`config.mk`:
```
export PLATFORM = sky130hd
export DESIGN_NAME = axi_lite_master_cmd
export DESIGN_NICKNAME = d
export VERILOG_FILES = /design/src/rtl/axi_lite_master_cmd.sv
export SDC_FILE = /design/constraint.sdc
export NUM_CORES = 1
export LEC_CHECK = 0
export ABC_CLOCK_PERIOD_IN_PS = 2490
export BUFFER_PORTS_ARGS = -buffer_cell sky130_fd_sc_hd__buf_2
export CAP_MARGIN = 5
export CORE_UTILIZATION = 48
export DETAILED_ROUTE_END_ITERATION = 8
export PLACE_DENSITY = 0.8
export SLEW_MARGIN = 20
export SYNTH_ARGS = -nofsm -noshare
export SYNTH_HDL_FRONTEND = slang
export SYNTH_SLANG_ARGS = --single-unit
```
`constraint.sdc`:
```
create_clock -name M_AXI_ACLK -period 2.49 [get_ports M_AXI_ACLK]
set_input_delay 0.3735 -clock M_AXI_ACLK [delete_from_list [all_inputs] [get_ports M_AXI_ACLK]]
set_output_delay 0.3735 -clock M_AXI_ACLK [all_outputs]
set_load 0.01 [all_outputs]
```
`src/rtl/axi_lite_master_cmd.sv`:
```
// Single-outstanding AXI4-Lite initiator: turns a cmd/rsp handshake into one
// AW+W+B write or AR+R read at a time, with a sticky handshake-timeout flag.
module axi_lite_master_cmd #(
  parameter int unsigned C_M_AXI_ADDR_WIDTH = 6,
  parameter int unsigned C_M_AXI_DATA_WIDTH = 32,
  parameter int unsigned C_TIMEOUT_CYCLES   = 1024
) (
  input  logic                              M_AXI_ACLK,
  input  logic                              M_AXI_ARESET,
  input  logic                              cmd_valid,
  output logic                              cmd_ready,
  input  logic                              cmd_write,
  input  logic [C_M_AXI_ADDR_WIDTH-1:0]     cmd_addr,
  input  logic [C_M_AXI_DATA_WIDTH-1:0]     cmd_wdata,
  input  logic [C_M_AXI_DATA_WIDTH/8-1:0]   cmd_wstrb,
  output logic                              rsp_valid,
  input  logic                              rsp_ready,
  output logic [C_M_AXI_DATA_WIDTH-1:0]     rsp_rdata,
  output logic [1:0]                        rsp_resp,
  output logic                              rsp_write,
  output logic                              err_timeout,
  output logic [C_M_AXI_ADDR_WIDTH-1:0]     M_AXI_AWADDR,
  output logic [2:0]                        M_AXI_AWPROT,
  output logic                              M_AXI_AWVALID,
  input  logic                              M_AXI_AWREADY,
  output logic [C_M_AXI_DATA_WIDTH-1:0]     M_AXI_WDATA,
  output logic [C_M_AXI_DATA_WIDTH/8-1:0]   M_AXI_WSTRB,
  output logic                              M_AXI_WVALID,
  input  logic                              M_AXI_WREADY,
  input  logic [1:0]                        M_AXI_BRESP,
  input  logic                              M_AXI_BVALID,
  output logic                              M_AXI_BREADY,
  output logic [C_M_AXI_ADDR_WIDTH-1:0]     M_AXI_ARADDR,
  output logic [2:0]                        M_AXI_ARPROT,
  output logic                              M_AXI_ARVALID,
  input  logic                              M_AXI_ARREADY,
  input  logic [C_M_AXI_DATA_WIDTH-1:0]     M_AXI_RDATA,
  input  logic [1:0]                        M_AXI_RRESP,
  input  logic                              M_AXI_RVALID,
  output logic                              M_AXI_RREADY
);

  localparam int unsigned AW = C_M_AXI_ADDR_WIDTH;
  localparam int unsigned DW = C_M_AXI_DATA_WIDTH;
  localparam int unsigned SW = DW / 8;
  localparam int unsigned TW = $clog2(C_TIMEOUT_CYCLES + 1);
  localparam logic [TW-1:0] TMO_MAX = TW'(C_TIMEOUT_CYCLES);

  typedef enum logic [2:0] {S_IDLE, S_WR, S_WR_B, S_RD_A, S_RD_R, S_RSP} state_t;

  state_t          r_state;
  logic            r_cmd_ready;
  logic [AW-1:0]   r_awaddr;
  logic            r_awvalid;
  logic [DW-1:0]   r_wdata;
  logic [SW-1:0]   r_wstrb;
  logic            r_wvalid;
  logic            r_bready;
  logic [AW-1:0]   r_araddr;
  logic            r_arvalid;
  logic            r_rready;
  logic            r_rsp_valid;
  logic [DW-1:0]   r_rsp_rdata;
  logic [1:0]      r_rsp_resp;
  logic            r_rsp_write;
  logic            r_err_timeout;
  logic [TW-1:0]   r_tmo_cnt;

  logic w_aw_done;
  logic w_w_done;
  logic w_waiting;

  // A write half is finished once its VALID has dropped or handshakes this edge
  assign w_aw_done = !r_awvalid || M_AXI_AWREADY;
  assign w_w_done  = !r_wvalid  || M_AXI_WREADY;
  assign w_waiting = (r_state == S_WR) || (r_state == S_WR_B) ||
                     (r_state == S_RD_A) || (r_state == S_RD_R);

  always_ff @(posedge M_AXI_ACLK) begin
    if (M_AXI_ARESET) begin
      r_state       <= S_IDLE;
      r_cmd_ready   <= 1'b1;
      r_awaddr      <= '0;
      r_awvalid     <= 1'b0;
      r_wdata       <= '0;
      r_wstrb       <= '0;
      r_wvalid      <= 1'b0;
      r_bready      <= 1'b0;
      r_araddr      <= '0;
      r_arvalid     <= 1'b0;
      r_rready      <= 1'b0;
      r_rsp_valid   <= 1'b0;
      r_rsp_rdata   <= '0;
      r_rsp_resp    <= 2'b00;
      r_rsp_write   <= 1'b0;
      r_err_timeout <= 1'b0;
      r_tmo_cnt     <= '0;
    end else begin
      // Saturating wait counter; transitions below clear it on state entry
      if (w_waiting) begin
        if (r_tmo_cnt != TMO_MAX) r_tmo_cnt <= r_tmo_cnt + TW'(1);
        if (r_tmo_cnt == TMO_MAX - TW'(1)) r_err_timeout <= 1'b1;
      end
      case (r_state)
        S_IDLE: begin
          if (cmd_valid && r_cmd_ready) begin
            r_cmd_ready <= 1'b0;
            r_rsp_write <= cmd_write;
            r_tmo_cnt   <= '0;
            if (cmd_write) begin
              r_awaddr  <= cmd_addr;
              r_wdata   <= cmd_wdata;
              r_wstrb   <= cmd_wstrb;
              r_awvalid <= 1'b1;
              r_wvalid  <= 1'b1;
              r_state   <= S_WR;
            end else begin
              r_araddr  <= cmd_addr;
              r_arvalid <= 1'b1;
              r_state   <= S_RD_A;
            end
          end
        end
        S_WR: begin
          if (r_awvalid && M_AXI_AWREADY) r_awvalid <= 1'b0;
          if (r_wvalid && M_AXI_WREADY)   r_wvalid  <= 1'b0;
          if (w_aw_done && w_w_done) begin
            r_bready  <= 1'b1;
            r_tmo_cnt <= '0;
            r_state   <= S_WR_B;
          end
        end
        S_WR_B: begin
          if (M_AXI_BVALID && r_bready) begin
            r_bready    <= 1'b0;
            r_rsp_resp  <= M_AXI_BRESP;
            r_rsp_rdata <= '0;
            r_rsp_valid <= 1'b1;
            r_tmo_cnt   <= '0;
            r_state     <= S_RSP;
          end
        end
        S_RD_A: begin
          if (M_AXI_ARREADY && r_arvalid) begin
            r_arvalid <= 1'b0;
            r_rready  <= 1'b1;
            r_tmo_cnt <= '0;
            r_state   <= S_RD_R;
          end
        end
        S_RD_R: begin
          if (M_AXI_RVALID && r_rready) begin
            r_rready    <= 1'b0;
            r_rsp_rdata <= M_AXI_RDATA;
            r_rsp_resp  <= M_AXI_RRESP;
            r_rsp_valid <= 1'b1;
            r_tmo_cnt   <= '0;
            r_state     <= S_RSP;
          end
        end
        S_RSP: begin
          if (rsp_ready) begin
            r_rsp_valid <= 1'b0;
            r_cmd_ready <= 1'b1;
            r_tmo_cnt   <= '0;
            r_state     <= S_IDLE;
          end
        end
        default: r_state <= S_IDLE;
      endcase
    end
  end

  assign cmd_ready     = r_cmd_ready;
  assign rsp_valid     = r_rsp_valid;
  assign rsp_rdata     = r_rsp_rdata;
  assign rsp_resp      = r_rsp_resp;
  assign rsp_write     = r_rsp_write;
  assign err_timeout   = r_err_timeout;
  assign M_AXI_AWADDR  = r_awaddr;
  assign M_AXI_AWPROT  = 3'b000;
  assign M_AXI_AWVALID = r_awvalid;
  assign M_AXI_WDATA   = r_wdata;
  assign M_AXI_WSTRB   = r_wstrb;
  assign M_AXI_WVALID  = r_wvalid;
  assign M_AXI_BREADY  = r_bready;
  assign M_AXI_ARADDR  = r_araddr;
  assign M_AXI_ARPROT  = 3'b000;
  assign M_AXI_ARVALID = r_arvalid;
  assign M_AXI_RREADY  = r_rready;

endmodule

```
# Word-level counts from Yosys, hierarchy flattened
# Cells that the tools add are included.
op_classes:
  n_shift: 0
  multipliers: 0
  n_bitwise: 1
  reduce_logical: 35
  n_eq_ne: 17
  n_mux: 46
  n_addsub: 1
  n_lt_le_gt_ge: 0
  div: 0
op_table:
  columns: ["operator", "n"]
  rows:
  - ["$mux 11", 8]
  - ["$pmux 11 s6", 1]
  - ["$mux 32", 2]
  - ["$pmux 32 s2", 1]
  - ["$mux 3", 6]
  - ["$pmux 3 s6", 1]
  - ["$reduce_and 3->1", 6]
  - ["$mux 1", 16]
  - ["$reduce_and 4->1", 4]
  - ["$ne 2x1->1 const B", 6]
  - ["$pmux 1 s2", 6]
  - ["$reduce_bool 2->1", 6]
  - ["$add 11x1->11 const B", 1]
  - ["$eq 11x10->1 const B", 1]
  - ["$ne 11x11->1 const B", 1]
  - ["$ne 2x2->1 const B", 4]
  - ["$logic_and 1x1->1", 7]
  - ["$eq 3x2->1 const B", 2]
  - ["$eq 3x3->1 const B", 2]
  - ["$mux 2", 3]
  - ["$reduce_and 6->1", 1]
  - ["$logic_or 1x1->1", 5]
  - ["$pmux 2 s2", 1]
  - ["$reduce_and 2->1", 2]
  - ["6 further kinds", 7]
totals:
  ram_bits: 0
  n_memories: 0
  mem_bits_ro: 0
  ff_bits: 105
  output_inout_bits: 97
  latchBits: 0
  word_cells: 117
  input_bits: 88

# Logic depth before layout (Yosys ltp)
# Gate-level depths: netlist (run 1).
logic_depth:
  word_depth: 7
  depth_mapped: 8
  depth_no_buf: 6

# Worst setup path after synthesis (run 1)
# OpenSTA, ideal clock, no wires.
synth_path:
  path_type: "register to register"
  from: "reg r_state[1]"
  to: "reg r_wdata[16] (netlist: M_AXI_WDATA[16])"
  n_path_buf: 4
  path_stages_with_launch: 9
  arrival_ns: 1.591
  path_slack_ns: 0.767
  required_ns: 2.358
  setup_time_ns: 0.132
  synth_period_minus_slack_ns: 1.723
  cell_sequence: "dfxtp_1 buf_6 or3_1 buf_4 or3_1 buf_6 buf_6 nand2_1 a21oi_1"
synth_between:
  elab_chain_len: 2
synth_rtl:
  columns: ["item", "line", "source"]
  rows:
  - ["start, declared", "51", "state_t r_state;"]
  - ["start signal, assigned", "81", "r_state <= S_IDLE;"]
  - ["start signal, assigned", "116", "r_state <= S_WR;"]
  - ["start signal, assigned", "120", "r_state <= S_RD_A;"]
  - ["$logic_not 3->1", "104", "case (r_state)"]
  - ["$reduce_and 3->1 (no line)", null, null]
  - ["end signal, assigned", "112", "r_wdata <= cmd_wdata;"]
  - ["end, declared", "55", "logic [DW-1:0] r_wdata;"]
# No other way between the ends.
# A chain may end at the register's enable or synchronous reset.

# Final worst setup path (run 1)
layout_path:
  from: "reg r_state[0]"
  to: "reg r_rsp_rdata[18] (netlist: rsp_rdata[18])"
layout_between:
  elab_chain_len: 3
  word_cells_on_any_way: 7
  classes_between: "4 x eq/ne; 1 x mux; 2 x reduce/logical"
layout_rtl:
  columns: ["item", "line", "source"]
  rows:
  - ["$eq 3x3->1 / $eq 3x2->1 (equally long branches)", "104", null]
  - ["$ne 2x1->1 (no line) / $reduce_bool 2->1 (equally long branches)", null, null]
  - ["$reduce_and 3->1 (no line)", null, null]
  - ["end signal, assigned", "93", "r_rsp_rdata <= '0;"]
  - ["end signal, assigned", "137", "r_rsp_rdata <= '0;"]
  - ["end signal, assigned", "154", "r_rsp_rdata <= M_AXI_RDATA;"]
  - ["end, declared", "63", "logic [DW-1:0] r_rsp_rdata;"]
# Several ways; a longest one is shown, not always the timed one.

==> summary.txt, run 1 <==
Clock network
  – Setup Buffers After CTS: 0
  – Clk buf depth: 2
  – TritonCTS Buffers: 9
  – Clk slew on worst S/H paths: 0.11 ns
  – CTS tree: yes
  – Worst skew pair latency: 0.36 ns
  – H-tree levels: 3
  – PostCTS Resize Cnt: 0
  – Clk root buf: clkbuf_8
  – CTS Hold Buffers Added: 0
  – CTS sink count: 105

Logic synthesis
  – Synth warn: 0
  – Yosys reg bits: 105
  – Synth Area in XOR/XNOR: 0.982%
  – Simple logic cell fraction of the synthesized area: 22.9%
  – Mux cell area share after synthesis: 2.24%
  – Largest family of logic cells by synthesized area: simple AND/OR/NAND/NOR gates
  – FFs w/ async S/R, synth: 0%
  – Synth top area cells: dfxtp_1, a21oi_1, nand2_1, nand4b_1, o21ai_0
  – Area share of the largest cell type after synthesis: 47.1%
  – Cells after Synth: 510
  – Post-Synth Adder-Cell Area: 0.561%
  – Syn_area_per_cell: 8.75 um^2
  – Mapped cell area: 0.00446 mm^2
  – Post-synth EDFFs: 0
  – Netlist cell types: 47
  – Ys flop type: dfxtp_1
  – Seq/Total Area, Yosys: 47.1%
  – Synth Area in Compound Gates: 19.3%
  – Area leader, netlist: dfxtp_1

Hold path
  – Hold Crit Class: in2reg
  – Min-delay src: cmd_wdata[8]
  – Worst Hold Depth: 3
  – Hold Path End: M_AXI_WDATA[8]

Setup path
  – Crit-path slowest cell: dfxtp_1
  – CP required: 2.78 ns
  – Critical path endpoint category: flop
  – Crit path DAT: 2.39 ns
  – Worst setup SP type: flop
  – Reg2Reg Capture Point: rsp_rdata[18]
  – Crit-path cells: buf_4 > nand3b_1 > a32o_1 > buf_12 > o21ai_0 > a21oi_1
  – WS Path Type: reg2reg
  – Crit path max fanout: 38
  – Max incr delay on CP: 0.50 ns
  – Cells on worst reg2reg path: 6
  – RR Startpoint: r_state[0]
  – Reg2reg setup slack: 0.39 ns

GRT
  – Antenna violations before repair: 0
  – Largest net degree at the start of global routing: 109
  – Total GRT Usage: 23.2%
  – Vias in the first global route: 3973
  – Overflow left after global routing: 0
  – First-pass GRT wire length: 18300 um

Finish
  – Fin area: 0.00553 mm^2
  – Final core occ: 62.5%
  – Area grow syn2layout: 23.9%
  – Most frequent cells in the layout: buf_2, dfxtp_1, nand2_1
  – Nets: 756
  – Commonest non-fill, non-tap cell in the layout: buf_2
  – # diodes: 0
  – Share of cells above drive strength 1: 33.1%

Timing
  – Setup tns final: 0 ns
  – Unrepaired setup endpoints after global routing: no
  – Final Slew Violations: 0
  – Max-slew headroom: 56.7%
  – Final Hold Vio Count: 0
  – Crit share post-route: 84.5%
  – Final hold slack: 0.234 ns
  – Worst slew pin tran: 0.649 ns
  – Final worst clock skew: 0.0157 ns
  – Fmax: 0.475 GHz
  – Min Clock Period, post-route: 2.10 ns
  – Final Setup Violations: 0

Power and ir drop
  – Clock share of power: 20.2%
  – Internal: 2.95 mW
  – VDD IR max: 493 uV
  – Sequential Power Share: 42.8%
  – Comb pwr share: 37.0%
  – Tot Pwr: 4.77 mW
  – Leakage: 2.33 nW
  – Psw: 1.82 mW
  – P per Cell Area: 863 mW/mm^2
  – Sw frac: 38.2%

Status
  – Failing checks: design-rule violations
  – Status: finished with violations

Flow run
  – Max Cap Violations: 0

Drt
  – Post-DRT Antenna Nets: 0
  – Avg WL per Cell: 14.7 um
  – Final routed DRC violation total: 5
  – WL final: 11400 um
  – Drt first-iter violations: 255
  – Vias: 4242
  – Detailed-route vias per instance: 5.45
  – TritonRoute pass-1 iters: 9

Placed design
  – Placement Cell Area: 0.00533 mm^2
  – Dpl hpwl: 8020 um
  – Gp weighted congestion: 0.805
  – Port bufs: 178

Die
  – IO Pins: 185
  – Die Width: 98.4 um
  – Die height: 98.4 um
  – Die area: 0.00968 mm^2
  – Rows: 34
  – Starting Density: 50.4%
  – Core area: 0.00885 mm^2
power by group through the flow:
stage	Sequential [mW]	Clock (mW)	Combinational, mW
finish	2.04	0.965	1.76
global route	2.07	1.07	1.92
CTS	2.04	0.992	1.75
detailed placement	2.08	0	1.74
global placement	2.06	0	1.70
floorplan	2.14	0	1.18
synth_stat cells, drive strengths merged (4+ instances only):
cell / instances
mux2i: 10
or3: 6
buf: 27
o21ai: 39
nor2b: 4
dfxtp: 105
nand2: 95
a21oi: 82
nand4b: 33
nand2b: 5
a221oi: 5
xor2: 5
nand4: 7
clkbuf: 24
a211oi: 6
inv: 5
nor2: 12
worst max-delay path: cells and delay by family (launching register included):
family | cells | cell delay [ns]
AND/OR/NAND/NOR | 1 | 0.21
AO/OA/AOI/OAI | 3 | 0.76
buffers and inverters | 2 | 0.58
flip-flops | 1 | 0.50
flip-flops by register name (all words and copies together) (netlist names), 2 cells and up:
signal / flops
M_AXI_ARADDR: 6
M_AXI_WDATA: 32
M_AXI_WSTRB: 4
rsp_rdata: 32
r_state: 3
M_AXI_AWADDR: 6
rsp_resp: 2
r_tmo_cnt: 11
area by class of cell:
type / instances / area (um^2)
clock buffer: 10 / 128
clock inverter: 5 / 46.3
fill: 791 / 3320
inverter: 5 / 18.8
multi-input combinational: 354 / 2070
sequential: 105 / 2100
tap: 108 / 135
timing repair buffer: 191 / 1020
logic make-up after synthesis:
logic type               Yosys count
multiplexers                      10
flip-flops                       105
other                              1
adder cells (fa/ha/maj)            2
AND/OR/NAND/NOR                  185
XOR/XNOR                           5
buffers and inverters             56
AO/OA/AOI/OAI                    146
how the worst max path moves through the flow:
stage,from,endpoint,depth (start not counted)
after floorplan,r_state[1],M_AXI_WDATA[16],8
after global placement,r_state[0],rsp_rdata[15],6
after detailed placement,r_state[0],rsp_rdata[20],6
after CTS,r_state[0],rsp_rdata[20],6
after global routing,r_state[0],rsp_rdata[21],6
final,r_state[0],rsp_rdata[18],6
metrics by stage:
step	worst slack, ns	instances
6_report	0.386	778
5_1_grt	0.182	778
4_1_cts	0.388	777
3_5_place_dp	0.405	762
3_3_place_gp	0.546	762
2_1_floorplan	0.767	515
per-layer routing:
metal | vias to the layer above | global-route usage (%) | wire length [um]
met4 | 0 | 9.99 | 346
li1 | 2093 | - | -
met3 | 27 | 5.01 | 592
met1 | 1982 | 27.6 | 4730
met5 | - | 0 | 0
met2 | 140 | 40.2 | 5760
Power figures use the tool's default switching activity.
==> run 2: changes to the inputs <==
- ABC_CLOCK_PERIOD_IN_PS: 2490 -> 2100
- clock period: 2.49 -> 2.1 ns (I/O delays scaled with it)
==> run 2 against run 1 <==
  * The flow now finishes without violations
  * Count of clock-buffer cells in the layout stayed put
  * First-iteration DRC count is 2.7% lower
  * Combinational power is 27% higher
==> summary.txt, run 2 (same netlist as run 1, synthesis figures left out) <==
Power and ir drop
  – Psw: 2.20 mW (+21%)
  – P per Cell Area: 1030 mW/mm^2 (+20%)
  – Comb pwr share: 38.5% (+1.5 points)
  – Leakage: 2.37 nW (+2.1%)
  – Tot Pwr: 5.79 mW (+21%)
  – Internal: 3.59 mW (+22%)
  – VDD IR max: 730 uV (+48%)
  – Sequential Power Share: 41.4% (-1.4 points)
  – Sw frac: 38.0% (-0.17 points)
  – Clock share of power: 20.0% (-0.2 points)

Drt
  – WL final: 11700 um (+2.1%)
  – Vias: 4242 (unchanged)
  – Final routed DRC violation total: 0 (-5)
  – Post-DRT Antenna Nets: 0 (unchanged)
  – TritonRoute pass-1 iters: 7 (-2)
  – Avg WL per Cell: 14.8 um (+0.92%)
  – Detailed-route vias per instance: 5.39 (-1.1%)
  – Drt first-iter violations: 248 (-2.7%)

Setup path
  – Critical path endpoint category: flop
  – Crit path max fanout: 35 (-7.9%)
  – Setup crit start: r_state[0]
  – CP required: 2.39 ns (-0.39 ns)
  – Worst setup SP type: flop
  – Reg2reg setup slack: 0.20 ns (-0.19 ns)
  – WS Path Type: reg2reg
  – Crit path DAT: 2.19 ns (-0.20 ns)
  – RR Startpoint: r_state[0]

Timing
  – Final WS setup: 0.200 ns (-0.186 ns)
  – Max-slew headroom: 39.4% (-17 points)
  – Final hold slack: 0.171 ns (-0.0632 ns)
  – Min Clock Period, post-route: 1.90 ns (-0.204 ns)
  – Unrepaired setup endpoints after global routing: no
  – Final Hold Vio Count: 0 (unchanged)
  – Fmax: 0.526 GHz (+11%)
  – Worst slew pin tran: 0.909 ns (+0.260 ns)
  – Final worst clock skew: 0.0105 ns (-0.00523 ns)
  – Setup tns final: 0 ns (unchanged)
  – Final Setup Violations: 0 (unchanged)
  – Crit share post-route: 90.5% (+6.0 points)
  – Final Slew Violations: 0 (unchanged)

GRT
  – Antenna violations before repair: 0 (unchanged)
  – Vias in the first global route: 4190 (+5.5%)
  – Largest net degree at the start of global routing: 86 (-21%)
  – Overflow left after global routing: 0 (unchanged)
  – First-pass GRT wire length: 19300 um (+5.5%)
  – Total GRT Usage: 24.6% (+1.4 points)

Clock network
  – Clk buf depth: 2 (unchanged)
  – Clk root buf: clkbuf_8
  – Clk slew on worst S/H paths: 0.10 ns (about the same)
  – CTS Hold Buffers Added: 0 (unchanged)
  – CTS sink count: 105 (unchanged)
  – PostCTS Resize Cnt: 0 (unchanged)
  – Setup Buffers After CTS: 0 (unchanged)
  – Worst skew pair latency: 0.37 ns (about the same)
  – CTS tree: yes
  – H-tree levels: 3 (unchanged)
  – TritonCTS Buffers: 9 (unchanged)

Finish
  – Share of cells above drive strength 1: 34.2% (+1.0 points)
  – Nets: 764 (+1.1%)
  – Commonest non-fill, non-tap cell in the layout: buf_2
  – Area grow syn2layout: 25.6%
  – Fill cells: 775 (-2.0%)
  – # diodes: 0 (unchanged)
  – Most frequent cells in the layout: buf_2, dfxtp_1, nand2_1
  – Fin area: 0.00560 mm^2 (+1.4%)

Status
  – Status: finished clean

Die
  – Starting Density: 50.4% (unchanged)
  – Die area: 0.00968 mm^2 (unchanged)
  – Die Width: 98.4 um (unchanged)
  – IO Pins: 185 (unchanged)
  – Die height: 98.4 um (unchanged)
  – Rows: 34 (unchanged)
  – Core area: 0.00885 mm^2 (unchanged)

Flow run
  – Max Cap Violations: 0 (unchanged)

Placed design
  – Placement Cell Area: 0.00542 mm^2 (+1.7%)
  – Pre-CTS setup slack: 0.129 ns (-0.276 ns)
  – Port bufs: 178 (unchanged)
  – Gp weighted congestion: 0.817 (+1.5%)
  – Dpl hpwl: 8300 um (+3.5%)

Hold path
  – Min-delay src: cmd_wdata[20]
  – Hold Crit Class: in2reg
[run 2: layout make-up]
cell class	count	area [um^2]	share of cell area, %
Timing Repair Buffer	199	1090	19.4
Sequential cell	105	2100	37.5
Inverter	5	18.8	0.335
Clock inverter	6	51.3	0.916
Multi-Input combinational cell	354	2080	37.1
Clock buffer	10	128	2.28
Tap cell	108	135	2.41
[run 2: path summary, 6_finish.rpt]
kind                                   endpoint  depth (start not counted)
worst max-delay path               rsp_rdata[3]                          6
worst min-delay path            M_AXI_WDATA[20]                          3
worst max register to register     rsp_rdata[3]                          6
worst min register to register  M_AXI_WDATA[11]                          2
[run 2: layer usage]
| metal | global-route usage [%] | share of wire (%) | wire length [um] | vias up |
|---|---|---|---|---|
| li1 | - | - | - | 2114 |
| met5 | 0 | 0 | 0 | - |
| met2 | 44.5 | 52 | 6040 | 147 |
| met1 | 27.5 | 40 | 4700 | 1950 |
| met3 | 5.73 | 5.1 | 598 | 31 |
| met4 | 10.3 | 2.9 | 340 | 0 |
[run 2: metrics by stage]
stage               instances  util [%]
global placement          771      61.2
global route              787      63.3
floorplan                 515         -
CTS                       787      63.3
finish                    787      63.3
detailed placement        771      61.2
[run 2: power by group through the flow]
stage / Combinational (mW) / Sequential [mW] / Clock (mW)
4_1_cts: 2.21 / 2.40 / 1.18
3_3_place_gp: 2.15 / 2.43 / 0
5_1_grt: 2.45 / 2.43 / 1.26
2_1_floorplan: 1.40 / 2.54 / 0
3_5_place_dp: 2.20 / 2.44 / 0
6_report: 2.23 / 2.40 / 1.16
[run 2: worst max-delay path: stages (launching register included)]
cell and delay [ns]:
dfxtp_1 0.37, buf_4 0.19, buf_4 0.30, o21bai_2 0.34
buf_4 0.35, o21ai_0 0.13, a21oi_1 0.14
==> run 3: changes to the inputs <==
- PLACE_DENSITY: 0.8 -> 0.83
==> run 3 against run 2 <==
  * Sequential share of layout area stayed put
  * The flow now finishes with violations (design-rule violations)
  * Sequential power hardly changed
  * Flip-flop and latch count stayed put
  * Global-route usage is 0.76 points lower
  * Core utilization stayed put
  * Critical path depth is 1 lower
  * Maximum frequency is 4.2% lower
  * Hold slack worse by 0.0095 ns
  * Largest power group unchanged
  * Non-clock buffer count is 3 lower
==> summary.txt, run 3 (same netlist as run 1, synthesis figures left out) <==
Finish
  – Commonest non-fill, non-tap cell in the layout: buf_2
  – Nets: 761 (-0.39%)
  – Final Instance Count excl. Fillers: 784 (-0.38%)
  – Area of the multi-input gates: 0.00208 mm^2 (unchanged)
  – Final core occ: 63.3% (unchanged)
  – Share of cells above drive strength 1: 33.9% (-0.29 points)
  – Most frequent cells in the layout: buf_2, dfxtp_1, nand2_1
  – Fin area: 0.00560 mm^2 (unchanged)
  – Fill cells: 746 (-3.7%)
  – Area grow syn2layout: 25.6% (unchanged)
  – # diodes: 0 (unchanged)
  – Sequential Area: 0.00210 mm^2 (unchanged)

Drt
  – Final routed DRC violation total: 6 (+6)
  – WL final: 11400 um (-2.5%)
  – Drt first-iter violations: 272 (+9.7%)
  – Top sig layer: met4
  – Detailed-route vias per instance: 5.43 (+0.74%)
  – Wl on met1: 4550 um (-3.1%)
  – Avg WL per Cell: 14.5 um (-2.2%)
  – Post-DRT Antenna Nets: 0 (unchanged)
  – DR WL met2: 5800 um (-3.8%)
  – Vias: 4257 (+0.35%)
  – TritonRoute pass-1 iters: 6 (-1)
  – Met3 WL: 735 um (+23%)

Die
  – Die area: 0.00968 mm^2 (unchanged)
  – IO Pins: 185 (unchanged)
  – Die Width: 98.4 um (unchanged)
  – Core area: 0.00885 mm^2 (unchanged)
  – Die height: 98.4 um (unchanged)
  – Rows: 34 (unchanged)
  – Starting Density: 50.4% (unchanged)

Power and ir drop
  – Clock share of power: 22.5% (+2.5 points)
  – Tot Pwr: 5.88 mW (+1.4%)
  – Sw frac: 37.6% (-0.45 points)
  – P per Cell Area: 1050 mW/mm^2 (+1.4%)
  – Internal: 3.67 mW (+2.2%)
  – Psw: 2.21 mW (+0.19%)
  – Comb pwr share: 36.9% (-1.6 points)
  – Leakage: 2.37 nW (-0.17%)
  – VDD IR max: 606 uV (-17%)
  – Sequential Power Share: 40.6% (-0.8 points)

Clock network
  – Clk buf depth: 2 (unchanged)
  – CTS tree: yes
  – Clk root buf: clkbuf_8
  – TritonCTS Buffers: 9 (unchanged)
  – Clk slew on worst S/H paths: 0.11 ns (about the same)
  – CTS sink count: 105 (unchanged)
  – Worst skew pair latency: 0.37 ns (about the same)
  – H-tree levels: 3 (unchanged)
  – Setup Buffers After CTS: 0 (unchanged)

Timing
  – Final Hold Vio Count: 0 (unchanged)
  – Final Slew Violations: 0 (unchanged)
  – Crit share post-route: 94.5% (+4.0 points)
  – Max-slew headroom: 41.2% (+1.8 points)
  – Final Setup Violations: 0 (unchanged)
  – Final WS setup: 0.116 ns (-0.0837 ns)
  – Worst slew pin tran: 0.882 ns (-0.0271 ns)
  – Setup tns final: 0 ns (unchanged)
  – Min Clock Period, post-route: 1.98 ns (+0.0837 ns)
  – Final worst clock skew: 0.0126 ns (+0.00213 ns)
  – Unrepaired setup endpoints after global routing: no
  – Final hold slack: 0.161 ns (-0.00952 ns)
  – Fmax: 0.504 GHz (-4.2%)

GRT
  – First-pass GRT wire length: 19000 um (-1.8%)
  – Overflow left after global routing: 0 (unchanged)
  – Antenna violations before repair: 0 (unchanged)
  – Total GRT Usage: 23.8% (-0.76 points)
  – Vias in the first global route: 4216 (+0.62%)
  – Largest net degree at the start of global routing: 84 (-2.3%)

Placed design
  – Placement Cell Area: 0.00538 mm^2 (-0.65%)
  – Pre-CTS setup slack: 0.137 ns (+0.00740 ns)
  – DP Cell Count: 768 (-0.39%)
  – Gp weighted congestion: 0.786 (-3.8%)
  – Dpl hpwl: 8000 um (-3.6%)
  – Port bufs: 178 (unchanged)

Setup path
  – Worst setup SP type: flop
  – WS Path Type: reg2reg
  – Cells on worst reg2reg path: 5 (-1)
  – Max incr delay on CP: 0.60 ns (+0.23 ns)
  – Crit-path cells: or3_1 > buf_4 > nor3_4 > mux2i_1 > nor2_1
  – Critical path endpoint category: flop
  – Reg2reg setup slack: 0.12 ns (-0.08 ns)
  – CP required: 2.33 ns (-0.06 ns)
  – RR Startpoint: r_state[2]
  – Crit path max fanout: 16 (-54%)
  – Reg2Reg Capture Point: M_AXI_ARADDR[4]
  – Crit-path slowest cell: or3_1
  – Crit path DAT: 2.22 ns (+0.03 ns)

Hold path
  – Hold Path End: M_AXI_RREADY
  – Hold Crit Class: in2reg
  – Min-delay src: M_AXI_RVALID
  – Worst Hold Depth: 2 (-1)

Status
  – Failing checks: design-rule violations
  – Status: finished with violations

Flow run
  – Max Cap Violations: 0 (unchanged)
[run 3: worst max-delay path: cells and delay by family, from the launching register on]
family | cells | cell delay [ns]
flops | 1 | 0.32
simple gates | 3 | 1.01
buf+inv | 1 | 0.26
mux | 1 | 0.26
[run 3: area by class of cell]
| class | count | share of cell area [%] |
|---|---|---|
| clock inverter | 6 | 1.54 |
| timing repair buffer | 196 | 18.8 |
| tap | 108 | 2.41 |
| clock buffer | 10 | 2.28 |
| sequential | 105 | 37.5 |
| multi-input combinational | 354 | 37.1 |
| inverter | 5 | 0.335 |
[run 3: worst max path at each step]
stage	from	endpoint	slack [ns]	cells past startpoint
5_1_grt	r_state[2]	M_AXI_ARADDR[4]	0.04	5
2_1_floorplan	r_state[1]	M_AXI_WDATA[16]	0.38	8
3_3_place_gp	r_state[2]	M_AXI_ARVALID	0.23	6
6_report	r_state[2]	M_AXI_ARADDR[4]	0.12	5
4_1_cts	r_state[2]	M_AXI_ARADDR[4]	0.14	5
3_5_place_dp	r_state[2]	M_AXI_ARADDR[4]	0.14	5
[run 3: repair_timing]
item	in CTS	in global routing
gates resized for setup	0	1
endpoints found under the hold margin	0	0
endpoints found under the setup margin	0	1
hold buffers	0	0
[run 3: routing by layer]
layer  vias up  global-route usage, %
li1       2108                      -
met1      1967                   27.5
met2       158                   41.9
met3        24                   5.73
met4         0                   10.2
met5         -                      0
[run 3: power by group through the flow]
stage / clock [mW] / combinational [mW] / sequential (mW)
global route: 1.44 / 2.38 / 2.42
detailed placement: 0 / 2.14 / 2.43
CTS: 1.35 / 2.15 / 2.39
floorplan: 0 / 1.40 / 2.54
global placement: 0 / 2.08 / 2.42
finish: 1.32 / 2.17 / 2.39
